**config.mk**
```make
export PLATFORM = sky130hd
export DESIGN_NAME = vga_quadrant_painter
export DESIGN_NICKNAME = d
export VERILOG_FILES = /design/src/rtl/vga_quadrant_painter.sv
export SDC_FILE = /design/constraint.sdc
export NUM_CORES = 1
export LEC_CHECK = 0
export ABC_AREA = 1
export BUFFER_PORTS_ARGS = -buffer_cell sky130_fd_sc_hd__clkbuf_2
export CORE_MARGIN = 4
export CORE_UTILIZATION = 54
export CTS_CLUSTER_SIZE = 14
export DETAILED_ROUTE_END_ITERATION = 10
export PLACE_DENSITY = 0.79
export SETUP_SLACK_MARGIN = 0.05
export SLEW_MARGIN = 30
export SYNTH_ARGS = -nofsm -noshare
export SYNTH_HDL_FRONTEND = slang
export SYNTH_SLANG_ARGS = --single-unit
```
**constraint.sdc**
```tcl
create_clock -name iclk -period 2.1 [get_ports iclk]
set_input_delay 0.105 -clock iclk [delete_from_list [all_inputs] [get_ports iclk]]
set_output_delay 0.105 -clock iclk [all_outputs]
set_load 0.005 [all_outputs]
```
**src/rtl/vga_quadrant_painter.sv**
```systemverilog
//------------------------------------------------------------------------------
// Module      : vga_quadrant_painter
// Description : 640x480@60 VGA timing generator that paints four colour quadrants,
//               sampling the colour inputs once per frame at the frame boundary.
// Revision    : 1.0 - initial release
//------------------------------------------------------------------------------
`default_nettype none

module vga_quadrant_painter #(
    parameter int CLK_DIV   = 2,
    parameter int H_VISIBLE = 640,
    parameter int H_FRONT   = 16,
    parameter int H_SYNC    = 96,
    parameter int H_BACK    = 48,
    parameter int V_VISIBLE = 480,
    parameter int V_FRONT   = 10,
    parameter int V_SYNC    = 2,
    parameter int V_BACK    = 33
) (
    input  logic        iclk,
    input  logic        irst,
    input  logic [23:0] icolor1,
    input  logic [23:0] icolor2,
    input  logic [23:0] icolor3,
    input  logic [23:0] icolor4,
    output logic [7:0]  ored,
    output logic [7:0]  ogreen,
    output logic [7:0]  oblue,
    output logic        oblank_n,
    output logic        ohsync,
    output logic        ovsync,
    output logic        opix_tick,
    output logic        oframe_start
);

    localparam int c_H_TOTAL = H_VISIBLE + H_FRONT + H_SYNC + H_BACK;
    localparam int c_V_TOTAL = V_VISIBLE + V_FRONT + V_SYNC + V_BACK;
    localparam int c_HW      = $clog2(c_H_TOTAL + 1);
    localparam int c_VW      = $clog2(c_V_TOTAL + 1);
    localparam int c_DW      = (CLK_DIV > 1) ? $clog2(CLK_DIV) : 1;

    localparam logic [c_DW-1:0] c_DIV_LAST  = c_DW'(CLK_DIV - 1);
    localparam logic [c_HW-1:0] c_H_LAST    = c_HW'(c_H_TOTAL - 1);
    localparam logic [c_HW-1:0] c_H_VIS     = c_HW'(H_VISIBLE);
    localparam logic [c_HW-1:0] c_H_HALF    = c_HW'(H_VISIBLE / 2);
    localparam logic [c_HW-1:0] c_HS_START  = c_HW'(H_VISIBLE + H_FRONT);
    localparam logic [c_HW-1:0] c_HS_END    = c_HW'(H_VISIBLE + H_FRONT + H_SYNC);
    localparam logic [c_VW-1:0] c_V_LAST    = c_VW'(c_V_TOTAL - 1);
    localparam logic [c_VW-1:0] c_V_VIS     = c_VW'(V_VISIBLE);
    localparam logic [c_VW-1:0] c_V_HALF    = c_VW'(V_VISIBLE / 2);
    localparam logic [c_VW-1:0] c_VS_START  = c_VW'(V_VISIBLE + V_FRONT);
    localparam logic [c_VW-1:0] c_VS_END    = c_VW'(V_VISIBLE + V_FRONT + V_SYNC);

    logic [c_DW-1:0] r_div_cnt_q, w_div_cnt_d;
    logic [c_HW-1:0] r_hcount_q,  w_hcount_d;
    logic [c_VW-1:0] r_vcount_q,  w_vcount_d;
    logic [23:0]     r_col1_q, w_col1_d;
    logic [23:0]     r_col2_q, w_col2_d;
    logic [23:0]     r_col3_q, w_col3_d;
    logic [23:0]     r_col4_q, w_col4_d;
    logic [23:0]     r_rgb_q,  w_rgb_d;
    logic            r_blank_n_q, w_blank_n_d;
    logic            r_hsync_q,   w_hsync_d;
    logic            r_vsync_q,   w_vsync_d;
    logic            r_pix_tick_q, w_pix_tick_d;
    logic            r_frame_start_q, w_frame_start_d;

    logic            w_tick;
    logic            w_visible;
    logic            w_h_wrap;
    logic            w_v_wrap;
    logic            w_frame_end;
    logic [23:0]     w_pix_color;

    assign w_tick      = (r_div_cnt_q == c_DIV_LAST);
    assign w_h_wrap    = (r_hcount_q == c_H_LAST);
    assign w_v_wrap    = (r_vcount_q == c_V_LAST);
    assign w_frame_end = w_tick && w_h_wrap && w_v_wrap;
    assign w_visible   = (r_hcount_q < c_H_VIS) && (r_vcount_q < c_V_VIS);

    // Quadrant select; blanking forces black so the DAC sees 0 in the porches.
    always_comb begin
        w_pix_color = 24'h000000;
        if (w_visible) begin
            if (r_vcount_q < c_V_HALF) begin
                w_pix_color = (r_hcount_q < c_H_HALF) ? r_col1_q : r_col2_q;
            end else begin
                w_pix_color = (r_hcount_q < c_H_HALF) ? r_col3_q : r_col4_q;
            end
        end
    end

    always_comb begin
        w_div_cnt_d     = w_tick ? '0 : r_div_cnt_q + 1'b1;
        w_hcount_d      = r_hcount_q;
        w_vcount_d      = r_vcount_q;
        w_rgb_d         = r_rgb_q;
        w_blank_n_d     = r_blank_n_q;
        w_hsync_d       = r_hsync_q;
        w_vsync_d       = r_vsync_q;
        w_col1_d        = r_col1_q;
        w_col2_d        = r_col2_q;
        w_col3_d        = r_col3_q;
        w_col4_d        = r_col4_q;
        w_pix_tick_d    = w_tick;
        w_frame_start_d = w_frame_end;

        if (w_tick) begin
            // Outputs reflect the pre-increment position: one pixel of latency.
            w_rgb_d     = w_pix_color;
            w_blank_n_d = w_visible;
            w_hsync_d   = !((r_hcount_q >= c_HS_START) && (r_hcount_q < c_HS_END));
            w_vsync_d   = !((r_vcount_q >= c_VS_START) && (r_vcount_q < c_VS_END));
            if (w_h_wrap) begin
                w_hcount_d = '0;
                w_vcount_d = w_v_wrap ? '0 : r_vcount_q + 1'b1;
            end else begin
                w_hcount_d = r_hcount_q + 1'b1;
            end
        end

        if (w_frame_end) begin
            w_col1_d = icolor1;
            w_col2_d = icolor2;
            w_col3_d = icolor3;
            w_col4_d = icolor4;
        end
    end

    always_ff @(posedge iclk) begin
        if (irst) begin
            r_div_cnt_q     <= '0;
            r_hcount_q      <= '0;
            r_vcount_q      <= '0;
            r_col1_q        <= '0;
            r_col2_q        <= '0;
            r_col3_q        <= '0;
            r_col4_q        <= '0;
            r_rgb_q         <= '0;
            r_blank_n_q     <= 1'b0;
            r_hsync_q       <= 1'b1;
            r_vsync_q       <= 1'b1;
            r_pix_tick_q    <= 1'b0;
            r_frame_start_q <= 1'b0;
        end else begin
            r_div_cnt_q     <= w_div_cnt_d;
            r_hcount_q      <= w_hcount_d;
            r_vcount_q      <= w_vcount_d;
            r_col1_q        <= w_col1_d;
            r_col2_q        <= w_col2_d;
            r_col3_q        <= w_col3_d;
            r_col4_q        <= w_col4_d;
            r_rgb_q         <= w_rgb_d;
            r_blank_n_q     <= w_blank_n_d;
            r_hsync_q       <= w_hsync_d;
            r_vsync_q       <= w_vsync_d;
            r_pix_tick_q    <= w_pix_tick_d;
            r_frame_start_q <= w_frame_start_d;
        end
    end

    assign ored         = r_rgb_q[23:16];
    assign ogreen       = r_rgb_q[15:8];
    assign oblue        = r_rgb_q[7:0];
    assign oblank_n     = r_blank_n_q;
    assign ohsync       = r_hsync_q;
    assign ovsync       = r_vsync_q;
    assign opix_tick    = r_pix_tick_q;
    assign oframe_start = r_frame_start_q;

endmodule

`default_nettype wire

```
**Word level (Yosys, flattened, before mapping)**

Cells that the tools add are included.

- Magnitude comparators: 8
- Reductions and logical operators: 9
- Multiplexer cells: 6
- Eq/ne operators: 2
- Add/sub/neg operators: 3

Operator list:

| kind | number |
|---|---|
| $mux 24 | 4 |
| $lt 10x9->1 const B | 3 |
| $add 10x1->10 const B | 2 |
| $eq 10x10->1 const B | 2 |
| $lt 10x10->1 const B | 2 |
| $mux 10 | 2 |
| $ge 10x10->1 const B | 1 |
| $ge 10x9->1 const B | 1 |
| $lt 10x8->1 const B | 1 |
| $logic_and 1x1->1 | 5 |
| $logic_not 1->1 | 2 |
| $reduce_and 2->1 | 1 |
| $reduce_or 2->1 | 1 |
| $add 1x1->1 const B | 1 |

- Word-level logic and storage cells: 41
- Bits in registers: 146
- Output and inout bits: 29
- Input bits: 98

**Logic depth before layout (Yosys ltp)**

- Word-level depth: 4
- Depth in mapped cells: 11

**Worst setup path before layout**

No wires, ideal clock.

- Path type: flip-flop to flip-flop
- From: register r_hcount_q[0]
- To: register r_col1_q[13]
- Path buffers: 2
- Data arrival time: 1471 ps
- Path slack: 516 ps
- Stages on the path, launching flop included: 11
- Cell sequence: dfxtp_1 -> ha_1 -> nand3_1 -> nor2_2 -> nand3_2 -> nor2_4 -> nor2_4 -> buf_6 -> buf_2 -> nand2_1 -> nand2_1

- Longest elaborated chain between the ends: 3

Ends and longest elaborated chain:

| item | line | RTL |
|---|---|---|
| start, declared | 55 | `logic [c_HW-1:0] r_hcount_q, w_hcount_d;` |
| start signal, assigned | 147 | `r_hcount_q <= w_hcount_d;` |
| $eq 10x10->1 | 76 | `assign w_h_wrap = (r_hcount_q == c_H_LAST);` |
| $logic_and 1x1->1 (2 in a row) | 78 | `assign w_frame_end = w_tick && w_h_wrap && w_v_wrap;` |
| end signal, assigned | 149 | `r_col1_q <= w_col1_d;` |
| end, declared | 57 | `logic [23:0] r_col1_q, w_col1_d;` |

Every way passes these cells.
A chain may end at the register's enable or synchronous reset.

**Worst setup path after layout**

- From: register r_hcount_q[0]
- To: register r_col3_q[9]

- Longest elaborated chain between the ends: 3

Ends and longest elaborated chain:

| item | line | RTL |
|---|---|---|
| $eq 10x10->1 | 76 |  |
| $logic_and 1x1->1 (2 in a row) | 78 |  |
| end signal, assigned | 151 | `r_col3_q <= w_col3_d;` |
| end, declared | 59 | `logic [23:0] r_col3_q, w_col3_d;` |

Every way passes these cells.

==> implementation parameters <==
Parameter                              Value

Outcome
  Result of the run ... complete, no violations

Place
  Count of input and output buffers ... 126
  Routability congestion estimate ... 0.934
  Area after detailed placement ... approximately 7000 um2
  Placed wire-length estimate ... 11,000 um

Synthesis
  Post-synthesis instance area ... between 6000 and 7000 um2
  Number of storage elements in the synthesis netlist ... 146
  Ys async rst share ... 0
  Post-synthesis area per instance ... 6.99 um2
  Cell with the most instances after synthesis ... nand2_1
  Syn. warnings ... 0
  Area share of the largest cell type after synthesis ... 0.480
  Count of unique library cells instantiated by Yosys ... 26
  Fraction of the yosys area taken by sequential cells ... 0.480
  Post-synth EDFFs ... 0
  Cell types with the largest area share after synthesis ... dfxtp_1 48%, nand2_1 23%, nand3_1 15%
  Most used standard cells in the synthesized netlist ... 377 x nand2_1, 182 x nand3_1, 146 x dfxtp_1, 31 x inv_1, 29 x nor2_1
  Predominant post-synthesis flop cell ... dfxtp_1
  Cell type with the largest total area after synthesis ... dfxtp_1
  Synth Net Count ... 973
  Number of standard cells after synthesis ... a little under 900

Layout
  Antenna diode count ... 0
  Share of final-layout standard cells stronger than drive strength 1 ... 0.170
  Post-route design area ... 8450 um2
  Layout-stage area growth over the synthesis result ... 38.8%
  Layout net count ... 1,181

Pwr
  Part of the power in registers ... 0.442
  Clock share of power ... 0.496
  Internal power of the cells ... 4920 uW
  Areal power density over the cells ... 745 nW/um2
  Leakage component of the power ... 0.00402 uW
  Portion of total power attributed to combinational logic ... 0.062
  Maximum vdd drop ... 0.000478 V
  Net Switching ... ~1400 uW
  Net switching share of the total power ... 0.218

Clock tree
  Clock Path Buffers ... 2
  Num Clock Sinks ... 146
  Clock buffer count from CTS ... 17
  Root buffer cell ... clkbuf_16
  Reg clk slew, reported paths ... around 60 ps
  Insertion delay of the later-clocked pin in the worst-skew pair ... 420 ps
  CTS tree ... done
  Post-CTS Setup Inserts ... 0
  Depth of the CTS H-tree ... 4

Setup path
  Critical Path Max Stage Delay ... 350 ps
  Arrival time of data at the critical path endpoint ... 2250 ps
  Required time of the critical path ... 2390 ps
  Startpoint Class ... flip-flop
  Category of cells accounting for the largest share of critical-path delay ... simple AND/OR/NAND/NOR gates
  Worst setup EP type ... flip-flop
  Max FO, Critical Path ... 46
  List of cells traversed by the critical path ... ha_1 > nand3_1 > nor2_2 > nand3_2 > nor2_4 > nor2_4 > buf_12 > nand2_1 > nand2_1
  Number of buffers and inverters on the critical path ... 1
  Cell with the largest stage delay on the worst path ... dfxtp_1
  Class of the most critical setup path ... flip-flop to flip-flop

STA
  FMAX ... 511 MHz
  Post-route clock period utilization ... 0.932
  Clock Skews ... 11.1 ps
  Final-report max-slew violation count ... 0
  Transition time at the pin with the least slew margin ... 529 ps
  Hold Violations, Final ... 0
  Setup-violating endpoint count in the final report ... 0
  Final Critical Period ... slightly below 2000 ps
  Unrepaired setup endpoints after global routing ... true
  Slew Limit Headroom ... 0.647
  Summed negative setup slack over all endpoints ... 0 ps

Die
  DIE AREA ... roughly 13,000 um2
  Floorplan die width ... 114 um
  # IOs ... 127
  Initial Util ... 0.557
  Chip Height ... about 110 um
  Core Footprint ... 10,900 um2
  Row Count ... 38

Global routing
  Wire length of the first global-routing pass ... roughly 30,000 um
  Antenna violations before repair ... 0
  Sum of overflow across all layers after global routing ... 0
  Largest net degree at the start of global routing ... between 90 and 100
  Overall track demand over capacity in global routing ... 0.300
  Via count of the first global-routing pass ... 6,376

Drt
  Number of iterations in the first detailed-routing pass ... 8
  DRC Markers ... 0
  Vias per Instance ... roughly 5.4
  Total number of vias ... 6,621
  Wire per inst ... around 16 um
  Total detailed-routing wirelength ... 19,500 um
  Antenna violation net count after detailed routing ... 0
  Drt first-iter violations ... between 700 and 800

Min path
  Classification of the worst-slack hold path ... input pin to flip-flop

Job
  Number of max-capacitance violations reported ... 0
## registers in the layout, indices dropped and copies added (netlist names), 10 cells and up
name,flops
r_col1_q,24
r_col2_q,24
r_col3_q,24
r_col4_q,24
r_rgb_q,24
r_hcount_q,10
r_vcount_q,10
## cell usage in the layout (no fill, tap or decap), types with 4 or more instances in the layout
cell type and instances:
o21ai_0 9, buf_12 5, ha_1 4, nor2_2 5
nor3_1 7, clkbuf_2 126, nand4_1 8, inv_1 31
buf_4 9, nor2_1 27, dfxtp_1 146, xor2_1 5
a21oi_1 7, clkbuf_16 18, nand2_1 377, nand3_1 182
dlygate4sd3_1 96
## area by class of cell
class	count	area, um2
Multi-Input combinational cell	642	2820
Sequential cell	146	2920
Clock buffer	20	457
Timing Repair Buffer	238	1800
Inverter	34	128
Clock inverter	11	153
Fill cell	799	2480
Tap cell	140	175
## timing repair
action,in CTS,in global routing
hold endpoints to repair,96,0
setup endpoints to repair,0,54
resized for setup,0,2
hold buffers,96,0
## cell families after synthesis
family	after synthesis	share of synthesized area
compound gates	19	0.0162
xor+xnor	6	0.00863
flops	146	0.480
buf+inv	84	0.0604
fa+ha+maj	4	0.00822
simple gates	612	0.426
## stage by stage
stage / hold slack [ps] / util / setup WS [ps] / std cells / power, uW
after floorplan: 184 / - / 516 / 871 / 2930
after global placement: 329 / 0.627 / 203 / 1102 / 3070
after detailed placement: 332 / 0.627 / 80.4 / 1102 / 3070
after CTS: 124 / 0.771 / 80.3 / 1229 / 6280
after global routing: 196 / 0.773 / 53.6 / 1231 / 6440
final: 180 / 0.773 / 142 / 1231 / 6290
## power by group through the flow
stage / Sequential (uW) / Clock, uW / Combinational, uW
2_1_floorplan: 2840 / 0 / 89.0
3_3_place_gp: 2840 / 0 / 228
3_5_place_dp: 2840 / 0 / 229
4_1_cts: 2780 / 3130 / 367
5_1_grt: 2780 / 3240 / 414
6_report: 2780 / 3120 / 387
## layer usage
metal	GRT usage	vias up	routed length (um)
met1	0.363	2992	7660
met4	0.139	0	754
li1	-	3211	-
met3	0.0587	59	1650
met2	0.512	359	9480
met5	0	-	0
## final timing paths
kind	start	endpoint	slack, ps	cells after the start
max	r_hcount_q[0]	r_col3_q[9]	140	9
min	irst	r_vcount_q[8]	180	2
max reg2reg	r_hcount_q[0]	r_col3_q[9]	140	9
min reg2reg	r_col2_q[13]	r_col2_q[13]	450	2
(Power assumes the default switching activity.)
